<file path="src/rtl/cordic_sine_sched_if.sv">
// Requester/consumer bundle for the shared CORDIC sine scheduler.
// master = requesters and response consumer; slave = the scheduler.
interface cordic_sine_sched_if #(
    parameter int NREQ = 4,
    parameter int W    = 16
);
    localparam int IW = (NREQ > 1) ? $clog2(NREQ) : 1;

    logic [NREQ-1:0]   req_valid;
    logic [NREQ*W-1:0] req_angle;
    logic [NREQ-1:0]   req_ready;
    logic              rsp_valid;
    logic              rsp_ready;
    logic [IW-1:0]     rsp_id;
    logic [W-1:0]      rsp_data;
    logic              rsp_err;

    modport master (
        output req_valid, req_angle, rsp_ready,
        input  req_ready, rsp_valid, rsp_id, rsp_data, rsp_err
    );

    modport slave (
        input  req_valid, req_angle, rsp_ready,
        output req_ready, rsp_valid, rsp_id, rsp_data, rsp_err
    );
endinterface

</file>
<file path="src/rtl/cordic_sine_sched.sv">
// Round-robin front end sharing one cordicsine core among NREQ requesters;
// one transaction in flight, core angle held from accept until the response is taken.
module cordic_sine_sched #(
    parameter int NREQ    = 4,
    parameter int W       = 16,
    parameter int TIMEOUT = 63
) (
    input  logic                clk,
    input  logic                reset,
    cordic_sine_sched_if.slave  bus,
    output logic                busy,
    output logic                core_update,
    output logic [W-1:0]        core_angle,
    input  logic                core_ready,
    input  logic [W-1:0]        core_result
);
    localparam int IW = (NREQ > 1) ? $clog2(NREQ) : 1;
    localparam int TW = (TIMEOUT > 0) ? $clog2(TIMEOUT + 1) : 1;

    typedef enum logic [2:0] {
        IDLE,
        LAUNCH,
        WAIT_BUSY,
        WAIT_DONE,
        RESPOND
    } state_t;

    state_t        state;
    logic [IW-1:0] rr_ptr;
    logic [IW-1:0] id;
    logic [TW-1:0] timer;
    logic [W-1:0]  rsp_data;
    logic          rsp_err;
    logic          rsp_valid;

    logic          gnt_found;
    logic [IW-1:0] gnt_idx;
    logic [IW-1:0] next_ptr;
    logic          timed_out;

    // First pending requester at or after rr_ptr, wrapping around.
    always_comb begin
        gnt_found = 1'b0;
        gnt_idx   = '0;
        for (int k = 0; k < NREQ; k++) begin
            if (!gnt_found && bus.req_valid[(int'(rr_ptr) + k) % NREQ]) begin
                gnt_found = 1'b1;
                gnt_idx   = IW'((int'(rr_ptr) + k) % NREQ);
            end
        end
    end

    assign next_ptr  = IW'((int'(id) + 1) % NREQ);
    assign timed_out = (timer == TW'(TIMEOUT));

    always_comb begin
        bus.req_ready = '0;
        if (!reset && state == IDLE && gnt_found)
            bus.req_ready = NREQ'(1) << gnt_idx;
    end

    assign bus.rsp_valid = rsp_valid;
    assign bus.rsp_id    = id;
    assign bus.rsp_data  = rsp_data;
    assign bus.rsp_err   = rsp_err;

    always_ff @(posedge clk) begin
        if (reset) begin
            state       <= IDLE;
            rr_ptr      <= '0;
            id          <= '0;
            timer       <= '0;
            core_angle  <= '0;
            core_update <= 1'b0;
            rsp_data    <= '0;
            rsp_err     <= 1'b0;
            rsp_valid   <= 1'b0;
            busy        <= 1'b0;
        end else begin
            case (state)
                IDLE: begin
                    if (gnt_found) begin
                        core_angle  <= bus.req_angle[gnt_idx*W +: W];
                        id          <= gnt_idx;
                        core_update <= 1'b1;
                        busy        <= 1'b1;
                        state       <= LAUNCH;
                    end
                end
                LAUNCH: begin
                    core_update <= 1'b0;
                    timer       <= '0;
                    state       <= WAIT_BUSY;
                end
                WAIT_BUSY: begin
                    if (!core_ready) begin
                        timer <= '0;
                        state <= WAIT_DONE;
                    end else if (timed_out) begin
                        rsp_data  <= '0;
                        rsp_err   <= 1'b1;
                        rsp_valid <= 1'b1;
                        state     <= RESPOND;
                    end else begin
                        timer <= timer + 1'b1;
                    end
                end
                WAIT_DONE: begin
                    if (core_ready) begin
                        rsp_data  <= core_result;
                        rsp_err   <= 1'b0;
                        rsp_valid <= 1'b1;
                        state     <= RESPOND;
                    end else if (timed_out) begin
                        rsp_data  <= '0;
                        rsp_err   <= 1'b1;
                        rsp_valid <= 1'b1;
                        state     <= RESPOND;
                    end else begin
                        timer <= timer + 1'b1;
                    end
                end
                RESPOND: begin
                    // Fairness comes from restarting the search just past the winner.
                    if (bus.rsp_ready) begin
                        rsp_valid <= 1'b0;
                        busy      <= 1'b0;
                        rr_ptr    <= next_ptr;
                        state     <= IDLE;
                    end
                end
                default: begin
                    state <= IDLE;
                end
            endcase
        end
    end
endmodule

</file>
<file path="src/flat_wrapper.sv">
// flat-port wrapper written by rule: the top's interface ports become plain ports
module cordic_sine_sched_flat 
#(
    parameter int NREQ    = 4,
    parameter int W       = 16,
    parameter int TIMEOUT = 63
)
  (clk, reset, busy, core_update, core_angle, core_ready, core_result, bus_req_valid, bus_req_angle, bus_rsp_ready, bus_req_ready, bus_rsp_valid, bus_rsp_id, bus_rsp_data, bus_rsp_err);
  cordic_sine_sched_if #(.NREQ(NREQ), .W(W)) bus_i ();
  input  logic clk;
  input  logic reset;
  output logic busy;
  output logic core_update;
  output logic [W-1:0] core_angle;
  input  logic core_ready;
  input  logic [W-1:0] core_result;
  input wire logic [$bits(bus_i.req_valid)-1:0] bus_req_valid;
  input wire logic [$bits(bus_i.req_angle)-1:0] bus_req_angle;
  input wire logic [$bits(bus_i.rsp_ready)-1:0] bus_rsp_ready;
  output wire logic [$bits(bus_i.req_ready)-1:0] bus_req_ready;
  output wire logic [$bits(bus_i.rsp_valid)-1:0] bus_rsp_valid;
  output wire logic [$bits(bus_i.rsp_id)-1:0] bus_rsp_id;
  output wire logic [$bits(bus_i.rsp_data)-1:0] bus_rsp_data;
  output wire logic [$bits(bus_i.rsp_err)-1:0] bus_rsp_err;
  assign bus_i.req_valid = bus_req_valid;
  assign bus_i.req_angle = bus_req_angle;
  assign bus_i.rsp_ready = bus_rsp_ready;
  assign bus_req_ready = bus_i.req_ready;
  assign bus_rsp_valid = bus_i.rsp_valid;
  assign bus_rsp_id = bus_i.rsp_id;
  assign bus_rsp_data = bus_i.rsp_data;
  assign bus_rsp_err = bus_i.rsp_err;
  cordic_sine_sched #(.NREQ(NREQ), .W(W), .TIMEOUT(TIMEOUT)) u_core (.clk(clk), .reset(reset), .bus(bus_i), .busy(busy), .core_update(core_update), .core_angle(core_angle), .core_ready(core_ready), .core_result(core_result));
endmodule
</file>
<file path="config.mk">
export PLATFORM = sky130hd
export DESIGN_NAME = cordic_sine_sched_flat
export DESIGN_NICKNAME = d
export VERILOG_FILES = /design/src/rtl/cordic_sine_sched_if.sv /design/src/rtl/cordic_sine_sched.sv /design/src/flat_wrapper.sv
export SDC_FILE = /design/constraint.sdc
export NUM_CORES = 1
export LEC_CHECK = 0
export CAP_MARGIN = 10
export CORE_ASPECT_RATIO = 1.1
export CORE_MARGIN = 2
export CORE_UTILIZATION = 37
export DETAILED_ROUTE_END_ITERATION = 8
export HOLD_SLACK_MARGIN = 0.06
export PLACE_DENSITY_LB_ADDON = 0.08
export SLEW_MARGIN = 20
export SYNTH_ARGS = -nofsm -noshare
export SYNTH_HDL_FRONTEND = slang
export SYNTH_SLANG_ARGS = --single-unit
</file>
<file path="constraint.sdc">
create_clock -name clk -period 1.99 [get_ports clk]
set_input_delay 0.398 -clock clk [delete_from_list [all_inputs] [get_ports clk]]
set_output_delay 0.398 -clock clk [all_outputs]
set_load 0.05 [all_outputs]
</file>
==> run_results.csv <==
group,metric,value,unit
routing,drtPass1Iterations,4,
setup_path,crit_fanout,6,
synthesis,ys_types,52,
synthesis,syn_nets,392,
synthesis,synthCells,303,
setup_path,path_class,"flip-flop to output pin",
timing,tightest_slew,0.652,ns
setup_path,critPathTopFamily,"simple AND/OR/NAND/NOR gates",
cts,path_clk_slew,0.10,ns
status,violations,"setup timing",
cts,clock_sinks,49,
synthesis,synth_seq_cells,49,
floorplan,rows,32,
cts,postCtsHoldBufs,0,
global_routing,grt_max_degree,31,
cells_and_area,final_common_cell,"clkdlybuf4s50_1",
synthesis,synth_top_area_share,0.372,
timing,skew,0.00644,ns
global_routing,antenna_found_initial,0,
timing,fin_ws,-0.115,ns
synthesis,syn_area,2640,µm²
synthesis,ys_warn_count,0,
routing,drc,0,
timing,setup_viol,4,
setup_path,critical_path_buf_inv_count,1,
timing,hold_viol_final,0,
floorplan,dieHeight,92.6,µm
routing,ant_nets,0,
cells_and_area,nets,542,
timing,finalCriticalPeriod,2.11,ns
setup_path,critPathArrivalTime,1.71,ns
global_routing,grt_use_total,0.204,
status,run_status,"finished with violations",
timing,fmax,475,MHz
global_routing,use_met3,0.0446,
global_routing,grt_use_met2,0.376,
floorplan,die_area,7820,µm²
setup_path,required,1.59,ns
global_routing,grt_pass1_wl,13.1,mm
hold_path,hold_path.class,"flip-flop to flip-flop",
setup_path,crit_path_start_kind,"flip-flop",
timing,rsz0062_at_grt,"yes",
cts,numCtsBuffers,5,
synthesis,synth-async-reset-ratio,0,
setup_path,cpMaxStageDelayCell,"or4_4",
placement,gp_congestion,0.826,
placement,dpl.cell_count,526,
routing,wl_per_cell,15.5,µm
power,power_density,644,nW/µm²
synthesis,yosysTopAreaCell,"dfxtp_1",
cells_and_area,diodes,0,
cts,htree_num_levels,2,
synthesis,yosysSeqAreaShare,0.372,
routing,wl,8.36,mm
cts,root_buffer,"clkbuf_8",
setup_path,critPathMaxStageDelay,0.62,ns
synthesis,avgSynthCellArea,8.70,µm²
floorplan,dieWidth,84.5,µm
power,ir_worst_vdd,0.000323,V
floorplan,ios,130,
cells_and_area,finalNonFillerCells,539,
cts,clockBufferDepth,2,
cells_and_area,layout-drive-gt1-share,0.189,
floorplan,coreArea,6970,µm²
routing,detailedRoute.firstIterationViolations,59,
timing,relSlewSlack,0.565,
floorplan,start_util,0.379,
synthesis,synth_area_leaders,"dfxtp_1 (37%), a22o_1 (5.3%), a221oi_1 (5.0%)",
placement,dp_hpwl,6.18,mm
global_routing,grt_pass1_vias,2782,
placement,portBuffers,129,
global_routing,busiest_layer,"met2",
timing,fin_crit_sh,1.06,
job,drv_cap,0,
timing,hold_slack,0.484,ns
cells_and_area,syn_to_final_growth,69.9,%
routing,routed-via-count,2887,
global_routing,overflow,0,
synthesis,synth_edf_count,0,
power,leakagePower,1.71,nW
routing,drt-vias-per-instance,5.36,
cts,worstSkewPairLatency,0.31,ns
timing,drv_slew,0,
setup_path,crit_path_cell_trace,"or4_4 > nor3b_4 > buf_12",
cells_and_area,final_cell_mix,"clkdlybuf4s50_1 (119), dfxtp_1 (47), buf_4 (35), nor2_1 (34), a21oi_1 (18)",
synthesis,synthFlopType,"dfxtp_1",
cts,cts_tree,"built",
setup_path,worst_setup_path_end_kind,"output pin",
global_routing,use_met1,0.232,
## cells in the mapped netlist (2+ instances only)
cell and number:
dfxtp_1 49, nor2_1 35, a21oi_1 18, a22o_1 16, a211oi_1 15, a221oi_1 15
and3_1 15, clkbuf_1 14, o21ai_1 13, nand2_1 9, o21ai_0 9, nand3_1 7
nor3_1 7, a21boi_1 6, buf_2 6, a21boi_2 5, a21o_1 5, buf_6 5
nor4_1 5, inv_1 4, nor3b_1 4, xnor2_1 4, or2b_1 3, a211oi_2 2
a21boi_0 2, a2bb2oi_1 2, nand2b_1 2, nand3b_1 2
## registers in the layout, indices dropped and copies added (netlist names)
name,cells
u_core.bus.rsp_id,2
u_core.rr_ptr,2
u_core.core_update,1
u_core.timer,6
u_core.bus.rsp_err,1
u_core.state,3
u_core.busy,1
u_core.bus.rsp_data,16
u_core.core_angle,16
u_core.bus.rsp_valid,1
## cell families (layout without fill, tap and decap cells)
kind of cell,Yosys count,after routing,synth area share
and+or+nand+nor,98,99,0.200
adders and majority gates,2,2,0.00901
muxes,1,1,0.00427
DFF,49,49,0.372
xor gates and xnor gates,4,4,0.0133
buffers and inverters,30,180,0.0602
AOI/OAI and AO/OA,119,119,0.342
## power by group
part | total [W] | internal (W) | leakage [nW] | switching, W
Clock | 0.000620 | 0.000251 | 0.0445 | 0.000369
Combinational | 0.00116 | 0.000542 | 1.27 | 0.000620
Sequential | 0.00110 | 0.00106 | 0.402 | 0.0000446
## what timing repair did
action,in CTS,in global routing
setup endpoints to repair,20,21
cloned,0,1
pin swaps,4,5
gates resized for setup,17,3
buffers inserted,1,3
## stage by stage
step	power, W	util	setup WS, ns	TNS [ns]	area, µm²
3_3_place_gp	0.00226	0.620	-0.495	-11.21	4320
2_1_floorplan	0.00179	-	-0.202	-0.440	2730
6_report	0.00288	0.643	-0.115	-0.352	4480
5_1_grt	0.00302	0.643	-0.164	-0.580	4480
4_1_cts	0.00289	0.636	-0.152	-0.422	4430
3_5_place_dp	0.00227	0.620	-0.511	-12.06	4320
## final cells by class
type / instances / area (µm²)
clock buffers: 5 / 68.8
repair buffers: 168 / 1680
fillers: 599 / 2480
multi-input cells: 225 / 1600
clock inverters: 3 / 21.3
inverters: 4 / 15.0
flip-flops and latches: 49 / 988
well taps: 85 / 106
## path summary, 6_finish.rpt
path                                from                      to  depth (start not counted)  slack, ns
hold reg to reg   u_core.bus.rsp_data[6]  u_core.bus.rsp_data[6]                          1       0.48
setup / recovery         u_core.state[2]        bus_req_ready[0]                          3      -0.12
setup reg to reg         u_core.state[2]   u_core.core_angle[15]                          6       0.10
hold / removal    u_core.bus.rsp_data[6]  u_core.bus.rsp_data[6]                          1       0.48
## routing by layer
metal  wire (µm)  vias to the layer above
met5           0                        -
li1            -                     1445
met4         130                        0
met3         510                       10
met2        4270                       96
met1        3440                     1336
Power figures use the tool's default switching activity.
